===== src/rtl/main_control_fsm.sv =====
// main_control_fsm
// Multicycle main control unit for the RV32 core. Sequences each instruction
// through fetch, decode, execute, memory and write-back states. Supports lw,
// sw, R-type and beq. Drives the datapath mux selects and enable strobes, and
// counts retired instructions.
//
// Handshake: mem_ready is a one-sided completion strobe. It is only looked at
// in FETCH, MEM_READ and MEM_WRITE. In those states a cycle with mem_ready=1
// completes the access and the FSM advances on that edge. A cycle with
// mem_ready=0 holds the state, and all strobes stay unchanged.
//
// Ports:
//   clk, rst_n        clock, asynchronous active-low reset
//   run               sequencing enable, sampled in IDLE and at boundaries
//   opcode[6:0]       instruction register opcode, valid from DECODE on
//   mem_ready         memory completes the current access this cycle
//   ALUOp[1:0]        00 add, 01 subtract, 10 funct-decoded
//   ALUSrcA           0 = PC, 1 = register A
//   ALUSrcB[1:0]      00 = register B, 01 = constant 4, 10 = immediate
//   IorD              memory address: 0 = PC, 1 = ALUOut
//   MemRead, MemWrite, IRWrite, RegWrite, PCWrite, PCWriteCond  strobes
//   MemtoReg          write-back source: 1 = MDR, 0 = ALUOut
//   PCSource          0 = ALU result, 1 = ALUOut
//   illegal_instr     unsupported opcode seen in DECODE
//   state[3:0]        current state encoding (debug)
//   instr_count       retired-instruction counter, wraps
module main_control_fsm #(
    parameter int CNT_W = 32
) (
    input  logic             clk,
    input  logic             rst_n,
    input  logic             run,
    input  logic [6:0]       opcode,
    input  logic             mem_ready,
    output logic [1:0]       ALUOp,
    output logic             ALUSrcA,
    output logic [1:0]       ALUSrcB,
    output logic             IorD,
    output logic             MemRead,
    output logic             MemWrite,
    output logic             IRWrite,
    output logic             RegWrite,
    output logic             PCWrite,
    output logic             PCWriteCond,
    output logic             MemtoReg,
    output logic             PCSource,
    output logic             illegal_instr,
    output logic [3:0]       state,
    output logic [CNT_W-1:0] instr_count
);

    typedef enum logic [3:0] {
        S_IDLE      = 4'd0,
        S_FETCH     = 4'd1,
        S_DECODE    = 4'd2,
        S_MEM_ADDR  = 4'd3,
        S_MEM_READ  = 4'd4,
        S_MEM_WB    = 4'd5,
        S_MEM_WRITE = 4'd6,
        S_EXECUTE   = 4'd7,
        S_ALU_WB    = 4'd8,
        S_BRANCH    = 4'd9
    } state_t;

    localparam logic [6:0] OP_LW    = 7'b0000011;
    localparam logic [6:0] OP_SW    = 7'b0100011;
    localparam logic [6:0] OP_RTYPE = 7'b0110011;
    localparam logic [6:0] OP_BEQ   = 7'b1100011;

    state_t           state_q;
    state_t           state_d;
    logic [CNT_W-1:0] count_q;
    logic             retire;
    state_t           boundary;

    // Where an instruction goes once it is finished (or rejected).
    assign boundary = run ? S_FETCH : S_IDLE;

    // State register
    always_ff @(posedge clk or negedge rst_n) begin
        if (!rst_n) begin
            state_q <= S_IDLE;
        end else begin
            state_q <= state_d;
        end
    end

    // Retired-instruction counter. Illegal opcodes leave DECODE directly
    // and so never pass through a retiring state.
    always_ff @(posedge clk or negedge rst_n) begin
        if (!rst_n) begin
            count_q <= '0;
        end else if (retire) begin
            count_q <= count_q + {{(CNT_W-1){1'b0}}, 1'b1};
        end
    end

    // Next state, retire flag and control decode
    always_comb begin
        state_d       = state_q;
        retire        = 1'b0;
        ALUOp         = 2'b00;
        ALUSrcA       = 1'b0;
        ALUSrcB       = 2'b00;
        IorD          = 1'b0;
        MemRead       = 1'b0;
        MemWrite      = 1'b0;
        IRWrite       = 1'b0;
        RegWrite      = 1'b0;
        PCWrite       = 1'b0;
        PCWriteCond   = 1'b0;
        MemtoReg      = 1'b0;
        PCSource      = 1'b0;
        illegal_instr = 1'b0;

        case (state_q)
            S_IDLE: begin
                if (run) state_d = S_FETCH;
            end
            S_FETCH: begin
                MemRead = 1'b1;
                ALUSrcB = 2'b01;
                // IR and PC+4 are captured only on the cycle the read lands.
                IRWrite = mem_ready;
                PCWrite = mem_ready;
                if (mem_ready) state_d = S_DECODE;
            end
            S_DECODE: begin
                // PC + imm goes into ALUOut as a speculative branch target.
                ALUSrcB = 2'b10;
                case (opcode)
                    OP_LW, OP_SW: state_d = S_MEM_ADDR;
                    OP_RTYPE:     state_d = S_EXECUTE;
                    OP_BEQ:       state_d = S_BRANCH;
                    default: begin
                        illegal_instr = 1'b1;
                        state_d       = boundary;
                    end
                endcase
            end
            S_MEM_ADDR: begin
                ALUSrcA = 1'b1;
                ALUSrcB = 2'b10;
                if (opcode == OP_LW) begin
                    state_d = S_MEM_READ;
                end else if (opcode == OP_SW) begin
                    state_d = S_MEM_WRITE;
                end else begin
                    // Opcode changed under us; abandon without retiring.
                    state_d = boundary;
                end
            end
            S_MEM_READ: begin
                MemRead = 1'b1;
                IorD    = 1'b1;
                if (mem_ready) state_d = S_MEM_WB;
            end
            S_MEM_WB: begin
                RegWrite = 1'b1;
                MemtoReg = 1'b1;
                retire   = 1'b1;
                state_d  = boundary;
            end
            S_MEM_WRITE: begin
                MemWrite = 1'b1;
                IorD     = 1'b1;
                if (mem_ready) begin
                    retire  = 1'b1;
                    state_d = boundary;
                end
            end
            S_EXECUTE: begin
                ALUSrcA = 1'b1;
                ALUOp   = 2'b10;
                state_d = S_ALU_WB;
            end
            S_ALU_WB: begin
                RegWrite = 1'b1;
                retire   = 1'b1;
                state_d  = boundary;
            end
            S_BRANCH: begin
                ALUSrcA     = 1'b1;
                ALUOp       = 2'b01;
                PCWriteCond = 1'b1;
                PCSource    = 1'b1;
                retire      = 1'b1;
                state_d     = boundary;
            end
            default: begin
                state_d = S_IDLE;
            end
        endcase
    end

    assign state       = state_q;
    assign instr_count = count_q;

endmodule


===== config.mk =====
export PLATFORM = sky130hd
export DESIGN_NAME = main_control_fsm
export DESIGN_NICKNAME = d
export VERILOG_FILES = /design/src/rtl/main_control_fsm.sv
export SDC_FILE = /design/constraint.sdc
export NUM_CORES = 1
export LEC_CHECK = 0
export ABC_AREA = 1
export BUFFER_PORTS_ARGS = -buffer_cell sky130_fd_sc_hd__buf_2
export CAP_MARGIN = 5
export CORE_ASPECT_RATIO = 0.7
export CORE_MARGIN = 2
export CORE_UTILIZATION = 45
export CTS_CLUSTER_SIZE = 14
export DETAILED_ROUTE_END_ITERATION = 10
export PLACE_DENSITY = 0.76
export SLEW_MARGIN = 20
export SYNTH_ARGS = -nofsm -noshare
export SYNTH_HDL_FRONTEND = slang
export SYNTH_SLANG_ARGS = --single-unit

===== constraint.sdc =====
create_clock -name clk -period 4.36 [get_ports clk]
set_input_delay 0.872 -clock clk [delete_from_list [all_inputs] [get_ports clk]]
set_output_delay 0.872 -clock clk [all_outputs]
set_load 0.02 [all_outputs]

==> impl_metrics.yaml, run 1 <==
sta:
  skew_ns: 0.00412
  setup_viol: 0
  min_period_ns: 2.77
  period_share: 0.636
  setup-tns-final_ns: 0
  drv_slew: 0
  worst_pin_slew_ns: 0.803
  max_slew_margin: 0.465
  fmax_mhz: 361
  rsz0062_at_grt: "false"
  hold_violations: 0
worst_setup_path:
  endpoint_kind: "output pin"
  worst-path-stages: 6
  critPathTopFamily: "simple AND/OR/NAND/NOR gates"
  crit_type: "input pin to output pin"
  crit_arrival_ns: 1.90
  crit_path_start_kind: "input pin"
  crit_chain: "buf_2 > nor3_1 > o21ai_0 > nand2_1 > nor2_1 > buf_2"
  crit_path_max_fanout: 4
  cpPeakStageDelay_ns: 0.37
  path_common_cell: "buf_2"
  r2r_cells: 8
  crit_buf_inv: 2
  cpMaxStageDelayCell: "nor3_1"
  required_ns: 3.49
die:
  dieArea_um2: 5990
  start_util: 0.465
  dieHeight_um: 65.4
  fp.dieW_um: 91.7
  core_area_um2: 5200
  std_cell_rows: 22
  pin_count: 62
synth:
  synth_most_common_cell: "nand2_1"
  yosysTopAreaCell: "dfrtp_1"
  synth_cells: 378
  yosys.area.top_type_share: 0.372
  yosys.cell_types.count: 24
  syn_avg_cell_area_um2: 6.40
  yosysSeqAreaShare: 0.372
  async_flop_share: 1.00
  synth_top_cells_by_count: "nand2_1 (156), nor2_1 (66), dfrtp_1 (36)"
  synth_seq_cells: 36
  yosysWarningCount: 0
  synth_area_leaders: "dfrtp_1 (37%), nand2_1 (24%), nor2_1 (10%)"
  synth_edf_count: 0
  netlist_area_um2: 2420
  ys_dominant_reg_cell: "dfrtp_1"
  syn-num-nets: 390
final_layout:
  antennaDiodeCount: 0
  nNetsFinal: 451
  layout-drive-gt1-share: 0.189
  area.growth.synth_to_final_pct: 18.2
  fillers: 513
place:
  hpwl_um: 4920
  portBuffers: 61
  globalplace.congestion: 0.983
clocking:
  cts_tree: "yes"
  numCtsBuffers: 5
  cts-resized-gates: 0
  post_cts_buffers: 0
  cts_sinks: 36
  clkSlewWorstSetupHoldPaths_ns: 0.07
  holdBufCountCts: 0
  htree_levels: 2
  clock_latency_ns: 0.30
  root_buffer: "clkbuf_8"
  clockBufferDepth: 2
global_route:
  grt_pass1_vias: 2272
  grt_overflow: 0
  antenna_found_initial: 0
  grt_first_pass_wirelength_um: 10600
  grt_max_degree: 41
  grtUsageTotal: 0.224
power_and_ir_drop:
  power.density_nw_per_um2: 306
  vdd_ir_drop_max_uv: 232
  leakage_nw: 1.49
  p_total_mw: 0.876
detailed_routing:
  wl_um: 6360
  drcViolationCount: 0
  drt-initial-drc-count: 181
  route.vias.total: 2583
  viasPerCell: 5.05
  dr.pass1.iters: 5
  wl_per_cell_um: 12.4
  drtAntennaViolNets: 0
outcome:
  status: "finished, final reports clean"
job:
  drv_cap: 0
worst_hold_path:
  worstHoldPathCells: 1
  hold_path.class: "flop to flop"
==> path summary, 6_finish.rpt <==
kind	endpoint	start	slack, ns
setup / recovery	illegal_instr	opcode[3]	1.59
hold / removal	instr_count[4]	instr_count[4]	0.52
setup reg to reg	instr_count[22]	state[3]	2.57
hold reg to reg	instr_count[4]	instr_count[4]	0.52
max in group asynchronous	instr_count[25]	rst_n	3.20
min in group asynchronous	instr_count[14]	rst_n	0.66
==> cell type report <==
class / instances / area [um2] / area share
multi-input cells: 299 / 1330 / 0.466
flip-flops and latches: 36 / 901 / 0.315
repair buffers: 61 / 305 / 0.107
inverters: 36 / 135 / 0.0472
clock buffers: 7 / 96.3 / 0.0337
well taps: 72 / 90.1 / 0.0315
==> stage by stage <==
step / utilization / instances / worst slack, ns / hold slack (ns) / area, um2
2_1_floorplan: - / 378 / 1.94 / 0.576 / 2420
3_3_place_gp: 0.532 / 504 / 1.69 / 0.507 / 2770
3_5_place_dp: 0.532 / 504 / 1.62 / 0.510 / 2770
4_1_cts: 0.550 / 511 / 1.62 / 0.520 / 2860
5_1_grt: 0.550 / 511 / 1.49 / 0.554 / 2860
6_report: 0.550 / 511 / 1.59 / 0.516 / 2860
==> power by group <==
group          internal, mW  leakage (nW)  switching [mW]  total (mW)
sequential            0.353         0.496          0.0266       0.380
combinational        0.0720         0.944           0.163       0.235
clock                 0.141        0.0503           0.121       0.261
total                 0.566          1.49           0.310       0.876
==> placed cells by master (no fill, tap or decap), drive strengths merged <==
cell type    n
nand3b       6
inv         36
a21oi        1
clkbuf       7
nand2      161
dfrtp       36
nor3         4
nand3       18
o21ai       14
o22ai        2
xnor2       12
ha           1
nand4        3
xor2         2
and3         1
nor2        73
o211ai       1
buf         61
==> logic make-up after synthesis <==
kind of cell               share of synthesized area
xor gates and xnor gates                      0.0506
and+or+nand+nor                                0.456
buffers and inverters                         0.0770
AOI/OAI and AO/OA                             0.0393
adders and majority gates                    0.00517
DFF                                            0.372
==> metal layers <==
metal	wire [um]	share of wire	vias to the layer above	track usage
met2	2720	0.43	86	0.346
met4	70	0.011	0	0.0682
met1	3070	0.48	1205	0.319
met3	504	0.079	8	0.0424
li1	-	-	1284	-
met5	0	0	-	0
==> registers in the layout, indices dropped and copies added, names as in the netlist <==
register and cells:
state 4, instr_count 32
Power figures use the tool's default switching activity.
==> inputs of run 2 (changes only) <==
--- a/config.mk
+++ b/config.mk
@@ -5,7 +5,7 @@
 export SDC_FILE = /design/constraint.sdc
 export NUM_CORES = 1
 export LEC_CHECK = 0
-export ABC_AREA = 1
+export ABC_AREA = 0
 export BUFFER_PORTS_ARGS = -buffer_cell sky130_fd_sc_hd__buf_2
 export CAP_MARGIN = 5
 export CORE_ASPECT_RATIO = 0.7
@@ -13,7 +13,7 @@
 export CORE_UTILIZATION = 45
 export CTS_CLUSTER_SIZE = 14
 export DETAILED_ROUTE_END_ITERATION = 10
-export PLACE_DENSITY = 0.76
+export PLACE_DENSITY = 0.77
 export SLEW_MARGIN = 20
 export SYNTH_ARGS = -nofsm -noshare
 export SYNTH_HDL_FRONTEND = slang
==> constraint.sdc (replaced) <==
create_clock -name clk -period 2.8 [get_ports clk]
set_input_delay 0.56 -clock clk [delete_from_list [all_inputs] [get_ports clk]]
set_output_delay 0.56 -clock clk [all_outputs]
set_load 0.02 [all_outputs]
==> run 2 against run 1 <==
  * Count of clock-buffer cells in the layout grew 1
  * First-iteration DRC count fell by 48%
  * Sequential cell count unchanged
  * Synthesized cell count decreased by 46%
==> impl_metrics.yaml, run 2 <==
outcome:
  status: "finished, final reports clean"
power_and_ir_drop:
  leakage_nw: 1.31
  vdd_ir_drop_max_uv: 280
  power.density_nw_per_um2: 525
  p_total_mw: 1.27
clocking:
  htree_levels: 2
  post_cts_buffers: 0
  cts_tree: "yes"
  numCtsBuffers: 5
  clkSlewWorstSetupHoldPaths_ns: 0.07
  root_buffer: "clkbuf_8"
  clock_latency_ns: 0.28
  holdBufCountCts: 0
  cts_sinks: 36
  clockBufferDepth: 2
  cts-resized-gates: 0
synth:
  syn_avg_cell_area_um2: 9.96
  yosysTopAreaCell: "dfrtp_1"
  yosys.area.top_type_share: 0.446
  ys_dominant_reg_cell: "dfrtp_1"
  netlist_area_um2: 2020
  syn-num-nets: 215
  yosysWarningCount: 0
  yosys.cell_types.count: 44
  synth-adder-area-share: 0.00619
  synth_xor_area_frac: 0.134
  synth_edf_count: 0
  synth_top_cells_by_count: "dfrtp_1 (36), nor2_1 (26), nand2_1 (17)"
  yosys.area_share.simple: 0.280
  async_flop_share: 1.00
  muxShareOfSynthArea: 0.0210
  yosysSeqAreaShare: 0.446
  synth_cells: 203
  synth-compound-area-share: 0.0644
  synth_seq_cells: 36
  synth_most_common_cell: "dfrtp_1"
  synth_area_leaders: "dfrtp_1 (45%), xnor2_1 (6.9%), xor2_1 (6.5%)"
  synth_top_family_by_area: "simple AND/OR/NAND/NOR gates"
detailed_routing:
  dr.pass1.iters: 4
  drt-initial-drc-count: 94
  viasPerCell: 5.20
  wl_um: 4380
  drtAntennaViolNets: 0
  drcViolationCount: 0
  route.vias.total: 1665
  wl_per_cell_um: 13.7
die:
  std_cell_rows: 20
  dieArea_um2: 5050
  dieHeight_um: 60.1
  pin_count: 62
  core_area_um2: 4330
  fp.dieW_um: 84.1
  start_util: 0.467
worst_setup_path:
  required_ns: 2.24
  crit_path_start_kind: "flop"
  reg2reg_slack_ns: 0.70
  endpoint_kind: "output pin"
  rr_startpoint: "instr_count[0]"
  startpoint: "state[3]"
  reg2reg_to: "instr_count[24]"
  r2r_cells: 6
  crit_type: "flop to output pin"
  crit_path_max_fanout: 11
  crit_arrival_ns: 1.61
sta:
  setup_viol: 0
  worst_pin_slew_ns: 0.780
  period_share: 0.776
  rsz0062_at_grt: "false"
  min_period_ns: 2.17
  setup-tns-final_ns: 0
  drv_slew: 0
  fmax_mhz: 460
  skew_ns: 0.00372
  hold_violations: 0
  max_slew_margin: 0.480
final_layout:
  area.growth.synth_to_final_pct: 19.8
  nNetsFinal: 276
  antennaDiodeCount: 0
  final_common_cell: "buf_2"
  final_cell_mix: "buf_2 (61), dfrtp_1 (36), nor2_1 (26), nand2_1 (17), xnor2_1 (16)"
  layout-drive-gt1-share: 0.325
  largest_register_ffs: 32
  finalNonFillerCells: 320
  fillers: 394
global_route:
  grt_max_degree: 37
  grt_overflow: 0
  grt_pass1_vias: 1453
  grtUsageTotal: 0.183
  antenna_found_initial: 0
  grt_first_pass_wirelength_um: 7160
place:
  hpwl_um: 3260
  portBuffers: 61
  place_inst: 312
  globalplace.congestion: 0.907
job:
  drv_cap: 0
worst_hold_path:
  hold_path.class: "input pin to async pin"
run 2: changes by cell type after synthesis, sizes merged, moves of 7 or more:
cell | previous run | this run
inv | 36 | 9
xor2 | 2 | 15
and3 | 1 | 8
o21ai | 14 | 3
nand2 | 161 | 17
nor2 | 73 | 26
run 2: logic make-up (layout without fill, tap and decap cells):
kind of cell,count (synthesis),in the layout
fa+ha+maj,1,1
mux,4,4
simple gates,99,99
buf+inv,16,78
flops,36,36
compound gates,16,16
xor+xnor,31,31
run 2: final cells by class:
| cell class | instances | area (um2) | share of cell area |
|---|---|---|---|
| multi-input combinational | 151 | 1020 | 0.423 |
| timing repair buffer | 61 | 305 | 0.126 |
| clock buffer | 8 | 90.1 | 0.0372 |
| tap | 55 | 68.8 | 0.0284 |
| inverter | 9 | 33.8 | 0.0139 |
| sequential | 36 | 901 | 0.372 |
run 2: worst max path at each step:
stage               endpoint  slack [ns]  cells past startpoint
CTS                 RegWrite        0.63                      4
detailed placement  state[0]        0.61                      6
global route        RegWrite        0.46                      4
finish              RegWrite        0.63                      4
floorplan            PCWrite        0.73                      5
global placement    state[0]        0.65                      6
run 2: worst max-delay path: stages (launching register included):
cell	delay, ns
dfrtp_1	0.51
nand2b_1	0.28
mux2_2	0.30
nor2_1	0.08
buf_2	0.17
run 2: stage by stage:
stage	cell area, um2	utilization	hold slack [ns]	setup slack, ns
after global placement	2330	0.539	0.462	0.647
after detailed placement	2330	0.539	0.465	0.606
after CTS	2420	0.560	0.380	0.632
after global routing	2420	0.560	0.420	0.455
final	2420	0.560	0.354	0.627
after floorplan	2020	-	0.264	0.735
run 2: metal layers:
metal	up-vias	wire (um)	global-route usage
met5	-	0	0
met4	0	42	0.0530
li1	824	-	-
met3	7	198	0.0539
met1	799	2210	0.262
met2	35	1930	0.270
run 2: power by group:
group / internal [mW] / switching [mW] / total (mW) / leakage [nW]
combinational: 0.114 / 0.178 / 0.292 / 0.784
clock: 0.200 / 0.169 / 0.370 / 0.0455
sequential: 0.544 / 0.0662 / 0.611 / 0.483
==> inputs of run 3 (changes only) <==
--- a/config.mk
+++ b/config.mk
@@ -13,7 +13,7 @@
 export CORE_UTILIZATION = 45
 export CTS_CLUSTER_SIZE = 14
 export DETAILED_ROUTE_END_ITERATION = 10
-export PLACE_DENSITY = 0.77
+export PLACE_DENSITY = 0.8
 export SLEW_MARGIN = 20
 export SYNTH_ARGS = -nofsm -noshare
 export SYNTH_HDL_FRONTEND = slang
==> constraint.sdc (replaced) <==
create_clock -name clk -period 1.9 [get_ports clk]
set_input_delay 0.38 -clock clk [delete_from_list [all_inputs] [get_ports clk]]
set_output_delay 0.38 -clock clk [all_outputs]
set_load 0.02 [all_outputs]
==> run 3 against run 2 <==
  * Non-clock buffer count is 21 higher
  * Die area stayed put
  * Sequential share of layout area is 3.2 points lower
  * Register-to-register slack worse by 0.58 ns
  * Combinational power is 110% higher
  * Final area is 9.9% higher
  * Sequential cell count stayed put
  * Utilization is 5.5 points higher
  * Critical path type unchanged
==> impl_metrics.yaml, run 3 (synthesized netlist as in run 2, its figures left out) <==
final_layout:
  area.growth.synth_to_final_pct: 31.7
  utilization: 0.615
  final_common_cell: "buf_2"
  nNetsFinal: 297
  final_cell_mix: "buf_2 (58), dfrtp_1 (33), nor2_1 (23), buf_4 (21), nand2_1 (17)"
  largest_register_ffs: 32
  antennaDiodeCount: 0
  layout-drive-gt1-share: 0.413
die:
  fp.dieW_um: 84.1
  dieHeight_um: 60.1
  std_cell_rows: 20
  start_util: 0.467
  pin_count: 62
  core_area_um2: 4330
  dieArea_um2: 5050
global_route:
  grt_overflow: 0
  grt_pass1_vias: 1513
  antenna_found_initial: 0
  grt_max_degree: 37
  grt_first_pass_wirelength_um: 7490
  grtUsageTotal: 0.190
sta:
  hold_violations: 0
  period_share: 0.991
  skew_ns: 0.00986
  max_slew_margin: 0.488
  min_period_ns: 1.88
  worst_pin_slew_ns: 0.767
  setup-tns-final_ns: 0
  setup_viol: 0
  drv_slew: 0
  fmax_mhz: 531
  fin_ws_ns: 0.0171
  holdWs_ns: 0.154
clocking:
  clkSlewWorstSetupHoldPaths_ns: 0.08
  holdBufCountCts: 0
  cts_tree: "yes"
  cts_sinks: 36
  root_buffer: "clkbuf_8"
  htree_levels: 2
  numCtsBuffers: 5
  clock_latency_ns: 0.29
  clockBufferDepth: 2
detailed_routing:
  viasPerCell: 5.37
  drtAntennaViolNets: 0
  wl_per_cell_um: 14.3
  drcViolationCount: 0
  wl_um: 4870
  dr.pass1.iters: 5
  drt-initial-drc-count: 102
  route.vias.total: 1830
worst_setup_path:
  required_ns: 1.52
  crit_chain: "buf_6 > nor2_4 > nand3_4 > nor2_2 > buf_4"
  crit_arrival_ns: 1.50
  crit_type: "flop to output pin"
  crit_path_max_fanout: 8
  cpMaxStageDelayCell: "dfrtp_2"
  cpPeakStageDelay_ns: 0.46
  crit_path_start_kind: "flop"
  endpoint_kind: "output pin"
worst_hold_path:
  hold_path.class: "input pin to async pin"
power_and_ir_drop:
  power.density_nw_per_um2: 799
  vdd_ir_drop_max_uv: 520
  leakage_nw: 1.44
place:
  globalplace.congestion: 0.953
  portBuffers: 61
  hpwl_um: 3580
  dp_slack_ns: -0.0448
job:
  drv_cap: 0
outcome:
  status: "finished, final reports clean"
[run 3: final cells by class]
class	count	area [um2]
fillers	348	1670
multi-input cells	151	1060
flip-flops and latches	36	905
repair buffers	82	482
clock buffers	5	68.8
well taps	55	68.8
clock inverters	3	42.5
inverters	9	33.8
[run 3: worst paths after layout]
path	startpoint	to	slack, ns	depth (start not counted)
setup reg to reg	instr_count[0]	instr_count[28]	0.12	6
min in group clk	opcode[5]	state[3]	0.39	2
hold reg to reg	instr_count[28]	instr_count[28]	0.48	1
max in group asynchronous	rst_n	state[1]	1.19	1
setup / recovery	state[2]	IRWrite	0.02	5
hold / removal	rst_n	instr_count[18]	0.15	1
[run 3: repair_timing]
item,in CTS,in global routing
pin swaps,0,1
endpoints found under the setup margin,5,8
endpoints found under the hold margin,0,0
gates resized for setup,6,12
setup buffers,0,6
[run 3: through the flow]
stage	instances	total power, mW	cell area [um2]
final	341	2.13	2660
after global routing	341	2.23	2660
after CTS	335	2.07	2570
after detailed placement	327	1.41	2440
after global placement	327	1.40	2440
after floorplan	203	1.22	2020
[run 3: routing by layer]
metal  vias to the layer above  part of all wire  global-route usage
li1                        868                 -                   -
met1                       888              0.48               0.284
met2                        70              0.44               0.283
met3                         4             0.062              0.0331
met4                         0            0.0080              0.0553
met5                         -                 0                   0
[run 3: worst max-delay path, delay by kind of cell, from the launching register on]
| family | cells | cell delay, ns |
|---|---|---|
| buf+inv | 2 | 0.31 |
| simple gates | 3 | 0.43 |
| flops | 1 | 0.46 |
[run 3: where the power goes]
group	leakage [nW]	switching (mW)	internal, mW
clock	0.0541	0.273	0.388
sequential	0.478	0.0621	0.804
combinational	0.903	0.348	0.253
